[src/rtl/core_step_ctrl.sv]
`timescale 1ns/1ps
// core_step_ctrl: single-cycle clock-enable generator for the picoMIPS core (free-run, step, breakpoint, burst).
// Latency: a debounced key press gives an enable one cycle later; halt_i and mode changes suppress the enable in the same cycle.
// Backpressure: none; halt_i is the only stall and it overrides every mode immediately.
//
// Ports:
//   clk_i, rst_i      CLOCK_50 and synchronous active-high reset
//   mode_i            00 RUN, 01 STEP, 10 BRKPT, 11 BURST
//   div_i             divider terminal count (tick every div_i+1 cycles)
//   step_key_n_i      raw active-low push key (asynchronous, bouncy)
//   pc_i, bp_addr_i   core program address and breakpoint address
//   burst_len_i       enables per burst
//   halt_i            core halt flag
//   core_en_o         one-cycle core enable
//   running_o         high in RUN_ST and BURST_ST
//   bp_hit_o          high while parked on a breakpoint
//   en_count_o        total enables issued, wraps at 16 bits
//
// Optional build macro CORE_STEP_BP_MASK_EN adds bp_mask_i; the breakpoint then
// compares only the address bits selected by the mask (zero mask = break every tick).

module core_step_ctrl #(
   parameter int A         = 8,
   parameter int DIV_W     = 26,
   parameter int DB_CYCLES = 1000000,
   parameter int BURST_W   = 8
) (
   input  logic               clk_i,
   input  logic               rst_i,
   input  logic [1:0]         mode_i,
   input  logic [DIV_W-1:0]   div_i,
   input  logic               step_key_n_i,
   input  logic [A-1:0]       pc_i,
   input  logic [A-1:0]       bp_addr_i,
`ifdef CORE_STEP_BP_MASK_EN
   input  logic [A-1:0]       bp_mask_i,
`endif
   input  logic [BURST_W-1:0] burst_len_i,
   input  logic               halt_i,
   output logic               core_en_o,
   output logic               running_o,
   output logic               bp_hit_o,
   output logic [15:0]        en_count_o
);

   typedef enum logic [2:0] {
      WAIT_ST   = 3'd0,
      RUN_ST    = 3'd1,
      BRKRUN_ST = 3'd2,
      BREAK_ST  = 3'd3,
      BURST_ST  = 3'd4,
      HALT_ST   = 3'd5
   } state_t;

   localparam logic [1:0] MODE_RUN   = 2'b00;
   localparam logic [1:0] MODE_STEP  = 2'b01;
   localparam logic [1:0] MODE_BRK   = 2'b10;

   // Stability counter runs 0..DB_CYCLES-1 while the synchronised key differs
   // from the debounced level; the level flips on the last of those samples.
   localparam int DB_W = (DB_CYCLES > 1) ? $clog2(DB_CYCLES) : 1;
   localparam logic [DB_W-1:0] DB_LAST = DB_W'(DB_CYCLES - 1);

   // ------------------------------------------------------------------
   // Key synchroniser and debouncer
   // ------------------------------------------------------------------
   logic            key_s1_q, key_s2_q;
   logic            db_level_q, db_level_d;
   logic [DB_W-1:0] db_cnt_q, db_cnt_d;
   logic            press;

   always_ff @(posedge clk_i) begin
      if (rst_i) begin
         key_s1_q   <= 1'b1;
         key_s2_q   <= 1'b1;
         db_level_q <= 1'b1;
         db_cnt_q   <= '0;
      end else begin
         key_s1_q   <= step_key_n_i;
         key_s2_q   <= key_s1_q;
         db_level_q <= db_level_d;
         db_cnt_q   <= db_cnt_d;
      end
   end

   // Any sample equal to the current level restarts the count, so bounces
   // shorter than DB_CYCLES never reach the level register.
   always_comb begin
      db_level_d = db_level_q;
      db_cnt_d   = '0;
      press      = 1'b0;
      if (key_s2_q != db_level_q) begin
         if (db_cnt_q == DB_LAST) begin
            db_level_d = key_s2_q;
            press      = ~key_s2_q;
         end else begin
            db_cnt_d = db_cnt_q + DB_W'(1);
         end
      end
   end

   // ------------------------------------------------------------------
   // Control state
   // ------------------------------------------------------------------
   state_t             state_q, state_d;
   logic [1:0]         mode_q;
   logic [DIV_W-1:0]   div_cnt_q, div_cnt_d;
   logic [BURST_W-1:0] burst_q, burst_d;
   logic               pend_q, pend_d;
   logic [15:0]        en_cnt_q;
   logic               en;
   logic               bp_hit;
   logic               mode_chg;
   logic               div_run;
   logic               tick;
   logic               bp_match;

   assign mode_chg = (mode_i != mode_q);

`ifdef CORE_STEP_BP_MASK_EN
   assign bp_match = ((pc_i & bp_mask_i) == (bp_addr_i & bp_mask_i));
`else
   assign bp_match = (pc_i == bp_addr_i);
`endif

   // Every running state is entered from a non-running one, and the counter
   // is held at zero outside them, so each entry starts a fresh period.
   assign div_run = (state_q == RUN_ST) || (state_q == BRKRUN_ST) || (state_q == BURST_ST);
   assign tick    = div_run && (div_cnt_q >= div_i);

   // The step-off enable after a breakpoint restarts the period so the next
   // divided tick cannot land on the very next cycle (unless div_i is 0).
   always_comb begin
      div_cnt_d = '0;
      if (div_run && !tick && !pend_q) begin
         div_cnt_d = div_cnt_q + DIV_W'(1);
      end
   end

   always_comb begin
      state_d = state_q;
      burst_d = burst_q;
      pend_d  = 1'b0;
      en      = 1'b0;
      bp_hit  = 1'b0;

      if (halt_i) begin
         state_d = HALT_ST;
         burst_d = '0;
      end else if (mode_chg) begin
         state_d = WAIT_ST;
         burst_d = '0;
      end else begin
         case (state_q)
            WAIT_ST: begin
               // pend_q carries a step request from the previous cycle's press.
               en = pend_q;
               case (mode_i)
                  MODE_RUN:  state_d = RUN_ST;
                  MODE_STEP: pend_d  = press;
                  MODE_BRK: begin
                     if (press) begin
                        state_d = BRKRUN_ST;
                     end
                  end
                  default: begin
                     if (press && (burst_len_i != '0)) begin
                        state_d = BURST_ST;
                        burst_d = burst_len_i;
                     end
                  end
               endcase
            end

            RUN_ST: begin
               en = tick;
            end

            BRKRUN_ST: begin
               if (pend_q) begin
                  // Step off the breakpoint without checking the address.
                  en = 1'b1;
               end else if (tick) begin
                  if (bp_match) begin
                     state_d = BREAK_ST;
                  end else begin
                     en = 1'b1;
                  end
               end
            end

            BREAK_ST: begin
               bp_hit = 1'b1;
               if (press) begin
                  state_d = BRKRUN_ST;
                  pend_d  = 1'b1;
               end
            end

            BURST_ST: begin
               if (tick) begin
                  en = 1'b1;
                  if (burst_q <= BURST_W'(1)) begin
                     state_d = WAIT_ST;
                     burst_d = '0;
                  end else begin
                     burst_d = burst_q - BURST_W'(1);
                  end
               end
            end

            HALT_ST: begin
               state_d = WAIT_ST;
            end

            default: begin
               state_d = WAIT_ST;
            end
         endcase
      end
   end

   always_ff @(posedge clk_i) begin
      if (rst_i) begin
         state_q   <= WAIT_ST;
         mode_q    <= mode_i;
         div_cnt_q <= '0;
         burst_q   <= '0;
         pend_q    <= 1'b0;
         en_cnt_q  <= '0;
      end else begin
         state_q   <= state_d;
         mode_q    <= mode_i;
         div_cnt_q <= div_cnt_d;
         burst_q   <= burst_d;
         pend_q    <= pend_d;
         en_cnt_q  <= en_cnt_q + {15'd0, core_en_o};
      end
   end

   assign core_en_o  = en & ~rst_i;
   assign running_o  = (state_q == RUN_ST) || (state_q == BURST_ST);
   assign bp_hit_o   = bp_hit;
   assign en_count_o = en_cnt_q;

endmodule

[config.mk]
export PLATFORM = sky130hd
export DESIGN_NAME = core_step_ctrl
export DESIGN_NICKNAME = d
export VERILOG_FILES = /design/src/rtl/core_step_ctrl.sv
export SDC_FILE = /design/constraint.sdc
export NUM_CORES = 1
export LEC_CHECK = 0
export BUFFER_PORTS_ARGS = -buffer_cell sky130_fd_sc_hd__buf_2
export CAP_MARGIN = 20
export CORE_ASPECT_RATIO = 1.25
export CORE_MARGIN = 2
export CORE_UTILIZATION = 51
export DETAILED_ROUTE_END_ITERATION = 10
export PLACE_DENSITY = 0.86
export SLEW_MARGIN = 25
export SYNTH_ARGS = -nofsm -noshare
export SYNTH_HDL_FRONTEND = slang
export SYNTH_SLANG_ARGS = --single-unit
[constraint.sdc]
create_clock -name clk_i -period 2.9 [get_ports clk_i]
set_clock_uncertainty 0.05 [all_clocks]
set_input_delay 0.58 -clock clk_i [delete_from_list [all_inputs] [get_ports clk_i]]
set_output_delay 0.58 -clock clk_i [all_outputs]
set_load 0.01 [all_outputs]
==> reports/results.ini <==
[run_status]
status = completed

[final_layout]
fillers = 738
stdcell_area_mm2 = 0.00575
drive_gt1_share_pct = 29.8
syn2layout_area_growth_pct = 24.6
final_cell_mix = buf_2 (74), nor2_1 (68), dfxtp_1 (65), xor2_1 (46), inv_1 (37)
final_nets = 734
final_util_pct = 65.7
multi_input_area_mm2 = 0.00296
antenna_cells = 0
seq_area_mm2 = 0.00160
final_common_cell = buf_2

[drt]
drt_wl_total_um = 11000
drt-initial-drc-count = 188
dr.pass1.iters = 7
ant_nets = 0
drcViolationCount = 0
num_vias = 4165
avgViaCountPerCell = 5.40
wire_per_inst_um = 14.3

[critical_path]
worstPathArrival_ps = 2260
crit_start = div_i[3]
cp_max_fo = 2
crit_path_end_kind = output port
cp_slowest_cell = ha_1
path_cells = buf_2 > inv_1 > ha_1 > a21o_1 > a21oi_2 > nor3b_2 > o31a_1 > or2_4 > o21ai_2 > a21oi_2 > buf_2
cp.required_ps = 2270
r2r-end = en_count_o[12]
path_delay_family = compound AO/OA/AOI/OAI gates
crit_buf_inv = 3
max_stage_delay_ps = 300
reg2regPathDepth = 12
critPathKind = input port to output port
r2r_slack_ps = 70
start_kind = input port
r2r-start = div_cnt_q[8]

[pwr]
power.density_mw_per_mm2 = 387
peakVddDrop_mv = 0.517
p_leak_nw = 2.40
total_power_mw = 2.22

[clocking]
clockRootBuffer = clkbuf_8
cts_buffers = 9
cts_max_level = 3
clk_pin_slew_worst_paths_ps = 80
clock_latency_ps = 360
cts_hold_buffers = 0
cts_tree = done
clockBufferDepth = 2
cts_num_sinks = 79

[die]
dieArea_mm2 = 0.00983
io_pins = 75
rows = 38
die_w_um = 89.1
fp.coreArea_mm2 = 0.00875
fp.dieH_um = 110
start_util_pct = 52.7

[placement]
placed_area_mm2 = 0.00537
hpwl_um = 8340
finalWeightedCongestion = 0.943
post-place-ws_ps = -434
portBuffers = 74

[timing]
worstMarginPinSlew_ps = 661
finalSetupViolations = 0
post-route-period-util_pct = 99.8
hold_viol = 0
period_minus_slack_ps = 2890
timing.max_slew.rel_slack_pct = 55.9
max_freq_mhz = 345
rsz0062_at_grt = yes
fin_ws_ps = 5.04
maxSlewViolCount = 0

[global_route]
antenna_found_initial = 0
grt_max_degree = 27
overflow = 0
grt_use_total_pct = 23.3
grt_pass1_wl_um = 17900
grt_pass1_vias = 4192

[hold_path]
hp-start = step_key_n_i
min_to = key_s1_q
hold_class = input port to flip-flop
min_path_cells = 2

[yosys]
synth_warnings = 0
synth_ff_type = dfxtp_1
syn-cell-area_mm2 = 0.00461
async_flop_share_pct = 0
seq_area_frac_synth_pct = 34.3
ys_types = 58
ys_ff_latch = 79
synth_edf_count = 0
synth_nets = 628
syn_inst = 540
avgSynthCellArea_um2 = 8.54

[run]
cap_viol_max_count = 0

## cell families after synthesis
kind of cell,Yosys count,share of synthesized area (%)
muxes,2,0.488
xor gates and xnor gates,67,12.7
adders and majority gates,32,8.68
DFF,79,34.3
AOI/OAI and AO/OA,64,9.22
and+or+nand+nor,242,29.3
buffers and inverters,54,5.26
## area by class of cell
cell class / count / share of cell area (%)
sequential: 79 / 27.9
inverter: 41 / 2.81
multi-input combinational: 407 / 51.5
timing repair buffer: 108 / 11.3
clock buffer: 11 / 2.46
clock inverter: 5 / 1.41
tap: 120 / 2.61
## stage by stage
stage               setup TNS [ps]  cells  hold slack [ps]
global placement             -5330    749              359
global route                  -223    771              352
CTS                              0    767              345
detailed placement           -8360    749              351
finish                           0    771              355
floorplan                     -256    540              339
## timing repair
action | CTS | global route
gates resized for setup | 13 | 19
setup buffers | 2 | 4
cloned | 0 | 0
endpoints found under the setup margin | 3 | 7
pin swaps | 3 | 9
## synthesized netlist by cell type, types with 2 or more instances
cell       n  area share (%)
a21oi_1   22             2.4
dfxtp_1   79              34
nor3b_1    3            0.49
nand2b_1   6            0.81
a221oi_2   2            0.65
nor2_2     2            0.27
a31oi_1    2            0.27
o22ai_1    2            0.27
buf_12     2            0.87
xor2_1    46             8.7
and4_1     4            0.76
clkbuf_1   9            0.73
inv_1     41             3.3
nand3_1   20             2.2
o21ai_0   14             1.5
a222oi_1   3            0.65
ha_1      32             8.7
nor2_1    69             5.6
nand4_1   16             2.2
nor3_1    19             2.1
a21o_1     4            0.65
and3_1    14             1.9
nor2b_1    6            0.81
or3_1      5            0.68
a211oi_1   4            0.65
nand2_1   37             3.0
nor2_4    18             4.4
or2_2      3            0.41
mux2_1     2            0.49
nor4_1     6            0.81
xnor2_1   21             4.0
## registers in the layout (all words and copies together) (netlist names)
signal,count
div_cnt_q,26
db_cnt_q,20
en_count_o,16
burst_q,8
state_q,3
mode_q,2
db_level_q,1
key_s1_q,1
key_s2_q,1
pend_q,1
## per-layer routing
metal | track usage [%] | vias to the layer above | routed length (um)
li1 | - | 2060 | -
met1 | 24.7 | 1943 | 4280
met2 | 43.1 | 127 | 5940
met3 | 3.72 | 35 | 459
met4 | 13.1 | 0 | 340
met5 | 0 | - | 0
## worst max-delay path by stage
stage	to	cells past startpoint
2_1_floorplan	en_count_o[12]	14
3_3_place_gp	en_count_o[12]	15
3_5_place_dp	en_count_o[12]	15
4_1_cts	core_en_o	9
5_1_grt	en_count_o[12]	12
6_report	core_en_o	11
## where the power goes
group	internal (mW)	switching, mW
sequential	1.09	0.00862
clock	0.508	0.399
combinational	0.0965	0.123
total	1.69	0.530
Note: power is estimated with default switching activity, not from simulation.
